`src/rtl/enigma_tx_formatter.sv`:
```
// Output stage between the Enigma cipher and the UART transmitter: buffers cipher
// bytes and emits letters in groups of GROUP_LEN with spaces and CR LF line breaks.
module enigma_tx_formatter #(
  parameter int DEPTH           = 16,
  parameter int GROUP_LEN       = 5,
  parameter int GROUPS_PER_LINE = 5
) (
  input  logic                     i_Clk,
  input  logic                     i_Rst_L,
  input  logic                     i_Data_DV,
  input  logic [7:0]               i_Data,
  input  logic                     i_Flush,
  input  logic                     i_Tx_Active,
  input  logic                     i_Tx_Done,
  output logic                     o_Tx_DV,
  output logic [7:0]               o_Tx_Byte,
  output logic [$clog2(DEPTH):0]   o_Count,
  output logic                     o_Empty,
  output logic                     o_Overflow
);

  localparam int AW = $clog2(DEPTH);
  localparam int LW = $clog2(GROUP_LEN + 1);
  localparam int GW = (GROUPS_PER_LINE > 1) ? $clog2(GROUPS_PER_LINE) : 1;

  localparam logic [2:0] S_IDLE   = 3'd0;
  localparam logic [2:0] S_ISSUE  = 3'd1;
  localparam logic [2:0] S_WAIT   = 3'd2;
  localparam logic [2:0] S_SEP_SP = 3'd3;
  localparam logic [2:0] S_SEP_CR = 3'd4;
  localparam logic [2:0] S_SEP_LF = 3'd5;

  logic [7:0]    mem [DEPTH];
  logic [AW-1:0] wr_ptr_q, wr_ptr_d, rd_ptr_q, rd_ptr_d;
  logic [AW:0]   count_q, count_d;
  logic          ovf_q, ovf_d;
  logic [2:0]    state_q, state_d;
  logic [LW-1:0] letter_cnt_q, letter_cnt_d;
  logic [GW-1:0] group_cnt_q, group_cnt_d;
  logic          flush_pend_q, flush_pend_d;
  logic          wait_lf_q, wait_lf_d;
  logic          pop_pend_q, pop_pend_d;
  logic          tx_dv_q, tx_dv_d;
  logic [7:0]    tx_byte_q, tx_byte_d;

  logic       empty_s, full_s, push_s, pop_s, head_letter_s, flush_clr_s;
  logic [7:0] head_s;

  assign empty_s       = (count_q == '0);
  assign full_s        = (count_q == (AW+1)'(DEPTH));
  assign head_s        = mem[rd_ptr_q];
  assign head_letter_s = (head_s >= 8'h41) && (head_s <= 8'h5A);
  // The head is retired one cycle after it is issued, while the FSM sits in WAIT.
  assign pop_s         = pop_pend_q;
  assign push_s        = i_Data_DV && (!full_s || pop_s);

  // FIFO pointer, occupancy and overflow next-state.
  always_comb begin
    wr_ptr_d = push_s ? wr_ptr_q + AW'(1) : wr_ptr_q;
    rd_ptr_d = pop_s  ? rd_ptr_q + AW'(1) : rd_ptr_q;
    case ({push_s, pop_s})
      2'b10:   count_d = count_q + (AW+1)'(1);
      2'b01:   count_d = count_q - (AW+1)'(1);
      default: count_d = count_q;
    endcase
    if (i_Data_DV && full_s && !pop_s) ovf_d = 1'b1;
    else                               ovf_d = ovf_q;
  end

  // Formatter FSM: chooses the next byte and maintains the group/line counters.
  always_comb begin
    state_d      = state_q;
    letter_cnt_d = letter_cnt_q;
    group_cnt_d  = group_cnt_q;
    wait_lf_d    = wait_lf_q;
    pop_pend_d   = 1'b0;
    tx_dv_d      = 1'b0;
    tx_byte_d    = tx_byte_q;
    flush_clr_s  = 1'b0;
    case (state_q)
      S_IDLE: begin
        if (i_Tx_Active) begin
          state_d = S_IDLE;
        end else if (!empty_s && head_letter_s && (letter_cnt_q == LW'(GROUP_LEN))) begin
          if (group_cnt_q == GW'(GROUPS_PER_LINE - 1)) state_d = S_SEP_CR;
          else                                         state_d = S_SEP_SP;
        end else if (!empty_s) begin
          tx_dv_d    = 1'b1;
          tx_byte_d  = head_s;
          pop_pend_d = 1'b1;
          wait_lf_d  = 1'b0;
          state_d    = S_WAIT;
          if (head_letter_s) letter_cnt_d = letter_cnt_q + LW'(1);
          else               letter_cnt_d = letter_cnt_q;
        end else if (flush_pend_q) begin
          flush_clr_s = 1'b1;
          if ((letter_cnt_q != '0) || (group_cnt_q != '0)) state_d = S_SEP_CR;
          else                                             state_d = S_IDLE;
        end else begin
          state_d = S_IDLE;
        end
      end
      S_SEP_SP: begin
        tx_dv_d      = 1'b1;
        tx_byte_d    = 8'h20;
        letter_cnt_d = '0;
        group_cnt_d  = group_cnt_q + GW'(1);
        wait_lf_d    = 1'b0;
        state_d      = S_WAIT;
      end
      S_SEP_CR: begin
        tx_dv_d   = 1'b1;
        tx_byte_d = 8'h0D;
        wait_lf_d = 1'b1;
        state_d   = S_WAIT;
      end
      S_SEP_LF: begin
        tx_dv_d      = 1'b1;
        tx_byte_d    = 8'h0A;
        letter_cnt_d = '0;
        group_cnt_d  = '0;
        wait_lf_d    = 1'b0;
        state_d      = S_WAIT;
      end
      S_WAIT: begin
        if (i_Tx_Done) state_d = wait_lf_q ? S_SEP_LF : S_IDLE;
        else           state_d = S_WAIT;
      end
      default: state_d = S_IDLE;
    endcase
    // A new flush request wins over clearing an older one.
    if (i_Flush)          flush_pend_d = 1'b1;
    else if (flush_clr_s) flush_pend_d = 1'b0;
    else                  flush_pend_d = flush_pend_q;
  end

  // FIFO storage; contents are don't-care until written.
  always_ff @(posedge i_Clk) begin
    if (push_s) mem[wr_ptr_q] <= i_Data;
  end

  // State and output registers.
  always_ff @(posedge i_Clk or negedge i_Rst_L) begin
    if (!i_Rst_L) begin
      wr_ptr_q     <= '0;
      rd_ptr_q     <= '0;
      count_q      <= '0;
      ovf_q        <= 1'b0;
      state_q      <= S_IDLE;
      letter_cnt_q <= '0;
      group_cnt_q  <= '0;
      flush_pend_q <= 1'b0;
      wait_lf_q    <= 1'b0;
      pop_pend_q   <= 1'b0;
      tx_dv_q      <= 1'b0;
      tx_byte_q    <= 8'h00;
    end else begin
      wr_ptr_q     <= wr_ptr_d;
      rd_ptr_q     <= rd_ptr_d;
      count_q      <= count_d;
      ovf_q        <= ovf_d;
      state_q      <= state_d;
      letter_cnt_q <= letter_cnt_d;
      group_cnt_q  <= group_cnt_d;
      flush_pend_q <= flush_pend_d;
      wait_lf_q    <= wait_lf_d;
      pop_pend_q   <= pop_pend_d;
      tx_dv_q      <= tx_dv_d;
      tx_byte_q    <= tx_byte_d;
    end
  end

  assign o_Tx_DV    = tx_dv_q;
  assign o_Tx_Byte  = tx_byte_q;
  assign o_Count    = count_q;
  assign o_Empty    = empty_s;
  assign o_Overflow = ovf_q;

endmodule
```
`config.mk`:
```
export PLATFORM = sky130hd
export DESIGN_NAME = enigma_tx_formatter
export DESIGN_NICKNAME = d
export VERILOG_FILES = /design/src/rtl/enigma_tx_formatter.sv
export SDC_FILE = /design/constraint.sdc
export NUM_CORES = 1
export LEC_CHECK = 0
export CAP_MARGIN = 20
export CORE_MARGIN = 2
export CORE_UTILIZATION = 35
export DETAILED_ROUTE_END_ITERATION = 8
export GPL_ROUTABILITY_DRIVEN = 0
export HOLD_SLACK_MARGIN = 0.15
export PLACE_DENSITY = 0.56
export SYNTH_ARGS = -nofsm -noshare
export SYNTH_HDL_FRONTEND = slang
export SYNTH_SLANG_ARGS = --single-unit
```
`constraint.sdc`:
```
create_clock -name i_Clk -period 3.8 [get_ports i_Clk]
set_clock_uncertainty 0.2 [all_clocks]
set_input_delay 0.57 -clock i_Clk [delete_from_list [all_inputs] [get_ports i_Clk]]
set_output_delay 0.57 -clock i_Clk [all_outputs]
set_load 0.01 [all_outputs]
```
## Word-level counts from Yosys, hierarchy flattened

Memory sizes are Yosys's and may differ from the RTL's.
Index checks and enable logic that the tools add are counted.

| cells by class | value |
|---|---|
| $add $sub $neg | 6 |
| $lt $le $gt $ge | 2 |
| eq/ne operators | 13 |
| multiplexer cells | 38 |
| reduce and logical (&&, ||, !) cells | 26 |

Operator list:

| kind | number |
|---|---|
| 2-to-1 mux 3 bit | 12 |
| one-hot mux 8 bit (4 select lines) | 1 |
| 2-to-1 mux 8 bit | 3 |
| 2-to-1 mux 1 bit | 16 |
| equality test 3 bit (second input constant) | 4 |
| one-hot mux 3 bit (2 select lines) | 2 |
| one-hot mux 5 bit (2 select lines) | 1 |
| one-hot mux 3 bit (3 select lines) | 1 |
| nonzero test 3 bit | 3 |
| adder 4 x 1 -> 4 bit (second input constant) | 2 |
| >= comparator 8 x 7 -> 1 bit (second input constant) | 1 |
| <= comparator 8 x 7 -> 1 bit (second input constant) | 1 |
| != test 2 bit (second input constant) | 4 |
| AND reduction 4 bit | 2 |
| nonzero test 2 bit | 4 |
| adder 3 x 1 -> 3 bit (second input constant) | 2 |
| equality test 3 x 2 -> 1 bit (second input constant) | 2 |
| logical AND 1 bit | 6 |
| adder 5 x 1 -> 5 bit (second input constant) | 1 |
| equality test 5 bit (second input constant) | 1 |
| zero test 5 bit | 1 |
| AND reduction 5 bit | 1 |
| subtractor 5 x 1 -> 5 bit (second input constant) | 1 |
| nonzero test 4 bit | 1 |
| other kinds (9) | 12 |

| storage, ports and cells | value |
|---|---|
| register bits | 35 |
| RAM bits | 128 |
| logic and storage cells | 98 |
| memories kept | 1 |

Memories:

| memory | words | bits a word | read ports | clocked after memory_dff | write ports | line | RTL |
|---|---|---|---|---|---|---|---|
| mem | 16 | 8 | 1 | 0 | 1 | 33 | `logic [7:0] mem [DEPTH];` |

## Longest topological paths before layout

Gate-level depths: netlist of run 1.
An unclocked memory read counts as a cell.

| depth | value |
|---|---|
| depth after elaboration | 10 |
| mapped depth | 14 |
| gate-level depth less buffers | 13 |

## Least setup slack after synthesis of run 1

Ideal clock, no wire load.

| timing | value |
|---|---|
| path kind | register -> register |
| start point | reg rd_ptr_q[0] |
| end point | reg tx_byte_q[3] (netlist: o_Tx_Byte[3]) |
| library setup time | 131 ps |
| arrival time | 2578 ps |
| path slack | 891 ps |
| stages on the path, launching flop included | 11 |
| clock period less this slack | 2909 ps |
| path through | dfrtp_1 -> buf_6 -> buf_6 -> mux4_2 -> a32oi_1 -> o21ai_0 -> o41a_1 -> a31oi_4 -> buf_6 -> mux2i_1 -> a22oi_1 |

| between the ends | value |
|---|---|
| word-level cells in the longest chain between the ends | 7 |
| elaborated cells between the ends (all ways) | 12 |
| those cells by class | order compare (2); eq/ne (1); mux (4); reduce/logical (4); memory (1) |

Ends and longest elaborated chain:

| element | line | RTL |
|---|---|---|
| start, declared | 34 | `logic [AW-1:0] wr_ptr_q, wr_ptr_d, rd_ptr_q, rd_ptr_d;` |
| start signal, assigned | 159 | `rd_ptr_q <= rd_ptr_d;` |
| memory (16 x 8 bit) (*) | - |  |
| >= comparator 8 x 7 -> 1 bit / <= comparator 8 x 7 -> 1 bit (equally long branches) | 52 | `assign head_letter_s = (head_s >= 8'h41) && (head_s <= 8'h5A);` |
| logical AND 1 bit | 52 |  |
| logical AND 1 bit (2 in a row) | 84 | `end else if (!empty_s && head_letter_s && (letter_cnt_q == LW'(GROUP_LEN))) begin` |
| != test 2 bit (no source line) | - |  |
| AND reduction 4 bit (no source line) | - |  |
| end signal, assigned | 169 | `tx_byte_q <= tx_byte_d;` |
| end, declared | 44 | `logic [7:0] tx_byte_q, tx_byte_d;` |

Mark *: on every way between the ends. The rest lies on a longest branch, timed or not. The select of a mux whose other input is x is not followed.
A chain may end at the register's enable or synchronous reset.

## Worst setup path after layout of run 1

| timing | value |
|---|---|
| start point | reg rd_ptr_q[0] |
| end point | reg tx_byte_q[2] (netlist: o_Tx_Byte[2]) |

Same word-level chain as after synthesis.

==> summary by stage, run 1 <==
Clocking
At the later pin of the worst-skew pair, clock insertion delay measures 0.42 ns. The clock slew at the register clock pins of the worst setup and hold paths is 0.07 ns. The number of buffers inserted during clock tree synthesis is 17.

For this design, the sink count on the clock tree is 163. The cell chosen for the clock root is clkbuf_16. In this run the number of H-tree levels came out at 4. The clock tree buffer depth is 2. Once the clock tree was built, the setup fixing pass inserted 0 buffers. The CTS tree is built.

Worst setup path
The reg-to-reg critical path endpoint is o_Tx_Byte[2]$_DFFE_PN0P_. The type of the worst setup path is reg2reg. The slack of the worst reg-to-reg path is 0.31 ns.

The worst path required time is 3.92 ns. The worst reg2reg path startpoint is rd_ptr_q[0]$_DFFE_PN0P_. The maximum fanout along the worst path is 14. The start point of the critical path is rd_ptr_q[0]$_DFFE_PN0P_. For the worst setup path, the data arrival time is 3.61 ns. The sort of element at the start of the critical path is a flop. Counting cells, the worst reg-to-reg path comes to 8. Traced cell by cell, the critical path runs through buf_12 -> mux4_1 -> a32oi_1 -> o21ai_0 -> o41a_1 -> a31oi_4 -> mux2i_1 -> a221oi_1. The kind of cell adding the most delay to the critical path is compound AO/OA/AOI/OAI gates. On the critical path, the stage with the largest delay is an instance of dfrtp_2. Counting both buffers and inverters, the worst setup path holds a total of 1.

The critical path crosses 8 cells after its start point. For this run, the slowest stage of the critical path takes 0.58 ns. The worst setup path is captured at a flop.

Layout
Leaving out fill and tap cells, the most frequent cell in the layout is edfxtp_1. The repair_antennas step left the layout with diodes totalling 0. Of the cells placed in the final design, the portion with a size suffix greater than 1 is 14.6%.

The signed area change from the synthesized netlist to the final layout is 17.6%. Fill cells in the final layout number 1777. The number of nets in the final layout is 530.

In the layout the commonest cells are edfxtp_1, nand2_1, dfrtp_1.

Floorplan
The area of the placeable core is 19500 um2. The die covers 21000 um2. Measured along the y axis, the die boundary spans 145 um. For this design the top-level I/O count stands at 30. The starting density of the core is 35.7%.

After floorplanning, the core was divided into 51 placement rows. The die outline width is 145 um.

Placed design
The count of buffers inserted at the top-level ports is 29. Timing analysis after detailed placement gives a worst setup slack of 0.311 ns. The estimated wirelength of the detail-placed design is 9.93 mm.

Drt
For this run, the detailed router's first-pass iteration total came to 4. The detailed-route via count is 3850. For this block, the routed nets add up to 14.5 mm of wire.

The uppermost metal layer occupied by signal nets is met4. The detailed route wirelength on metal2 is 6.75 mm. Detailed routing placed a total of 649 um of wire on met3. The average wire per cell in the routed design is 18.6 um. Using the TritonRoute via totals, the vias-per-cell ratio works out to 4.95. The DRC marker count from the first detailed-route iteration is 303. The met1 layer wirelength in the final routing is 6.85 mm. In the routed design, unresolved DRC markers number 0. The number of antenna-violating nets in the routed design is 0.

Synth
The post-synthesis cell count is 450. The netlist area before placement is 6970 um2. In this run, distinct cell masters in the synthesized netlist total 50.

Synthesis produced a netlist with a net count of 479. The average cell area after synthesis is 15.5 um2. The async set or reset register ratio after synthesis is 21.5%. Counting flops with a built-in enable in the synthesized netlist gives 128. Synthesis inferred 163 register bits.

Among all flip-flop cells after synthesis, the most frequent one is edfxtp_1. Yosys printed 0 warnings. For this run, the register share of the synthesized area comes to 67.8%.

STA
Setup repair after global routing left no endpoint under its margin. The worst path uses 91.8% of the clock period. For the pin with the worst max-slew slack, the measured transition is 0.947 ns. The maximum clock rate is 287 MHz.

After layout, the worst setup slack is 0.312 ns. Setup total negative slack on the finished layout was measured at 0 ns. The final period demand of the worst path is 3.49 ns.

The max-slew violation count came to 0. Measured against its own limit, the worst slew margin works out to 36.6%. The final number of hold-violating endpoints is 0. Setup violations remaining at the end of the flow were counted as 0.

Global routing
The total global routing overflow is 0. The initial antenna violation count is 0. The via count of the first global-routing pass is 3930. The overall fraction of global-route tracks in use is 14.4%. The first global-routing pass estimated 22.7 mm of wire. Entering global routing, the biggest net connects 36 pins.

Worst hold path
In this run the most critical hold path is launched from o_Overflow$_DFFE_PN0P_. Along the worst hold path, the cell count comes to 1. The worst-case hold path end point is o_Overflow$_DFFE_PN0P_.

The worst hold-check path type is reg2reg.

Power and ir drop
The power density over cell area is 749 nW/um2. For this design the static power due to leakage is 2.97 nW. The worst ir drop on vdd is 313 uV.

Job
Max-cap violations in this run came to 0.

Run status
The run finished with clean final reports.
-- sequential cells by signal, summed over array words and instances, names as in the netlist --
| name | cells |
|---|---|
| o_Overflow | 1 |
| mem | 128 |
| pop_pend_q | 1 |
| o_Tx_Byte | 8 |
| o_Tx_DV | 1 |
| state_q | 3 |
| o_Count | 5 |
| group_cnt_q | 3 |
| rd_ptr_q | 4 |
| flush_pend_q | 1 |
| wait_lf_q | 1 |
| wr_ptr_q | 4 |
| letter_cnt_q | 3 |
-- cell type report --
type	instances	area (um2)	share of cell area, %
clock inverter	14	141	1.73
clock buffer	17	425	5.19
tap	265	332	4.05
inverter	21	78.8	0.962
sequential	163	4720	57.6
timing repair buffer	51	465	5.68
multi-input combinational	247	2030	24.8
-- per-layer routing --
layer	up-vias	track usage (%)
met5	-	0
met4	0	5.05
met3	12	3.55
met2	87	22.5
met1	1935	19.8
li1	1816	-
-- through the flow --
step	std cells	hold WS, ns	power [mW]	cell area [um2]	util (%)
after global routing	778	0.315	6.50	8190	42.0
after detailed placement	746	0.270	4.53	7620	39.0
final	778	0.276	6.14	8190	42.0
after CTS	778	0.284	6.19	8190	42.0
after global placement	746	0.261	4.48	7620	39.0
after floorplan	450	0.0744	3.89	6970	-
-- logic make-up (layout without fill, tap and decap cells) --
group / after synthesis / after routing / synth area share (%)
mux: 49 / 49 / 11.4
xor+xnor: 12 / 12 / 1.51
buf+inv: 40 / 103 / 3.09
compound gates: 63 / 63 / 6.34
simple gates: 108 / 108 / 7.06
fa+ha+maj: 15 / 15 / 2.80
flops: 163 / 163 / 67.8
-- power breakdown --
part | total, mW | switching (mW) | internal, mW
logic | 1.97 | 1.05 | 0.925
clock network | 1.66 | 0.739 | 0.919
registers | 2.50 | 0.281 | 2.22
-- how the worst max path moves through the flow --
stage / endpoint / slack [ns]
after global placement: o_Tx_Byte[2]$_DFFE_PN0P_ / 0.38
after global routing: o_Tx_Byte[1]$_DFFE_PN0P_ / 0.03
after floorplan: o_Tx_Byte[3]$_DFFE_PN0P_ / 0.89
final: o_Tx_Byte[2]$_DFFE_PN0P_ / 0.31
after CTS: o_Tx_Byte[1]$_DFFE_PN0P_ / 0.29
after detailed placement: o_Tx_Byte[2]$_DFFE_PN0P_ / 0.31
-- cells in the mapped netlist, drive strengths merged, types with 8 or more instances --
cell	n	area (um2)
a221oi	10	87.6
ha	14	175
buf	14	118
a21oi	11	55.1
mux2i	26	260
edfxtp	128	3840
o21ai	19	95.1
xnor2	8	70.1
inv	19	71.3
dfrtp	35	876
nand2	43	161
mux4	23	537
nor2	29	109
-- timing repair --
| action | CTS | global route |
|---|---|---|
| endpoints found under the hold margin | 35 | 0 |
| resized for setup | 0 | 0 |
| hold buffers | 1 | 0 |
No activity file was read; power rests on OpenSTA's default activity.
==> inputs of run 2 (changes only) <==
- SLEW_MARGIN: not set -> 10
==> results of run 2 <==
Final layout, timing and power as in run 1 (identical DEF).
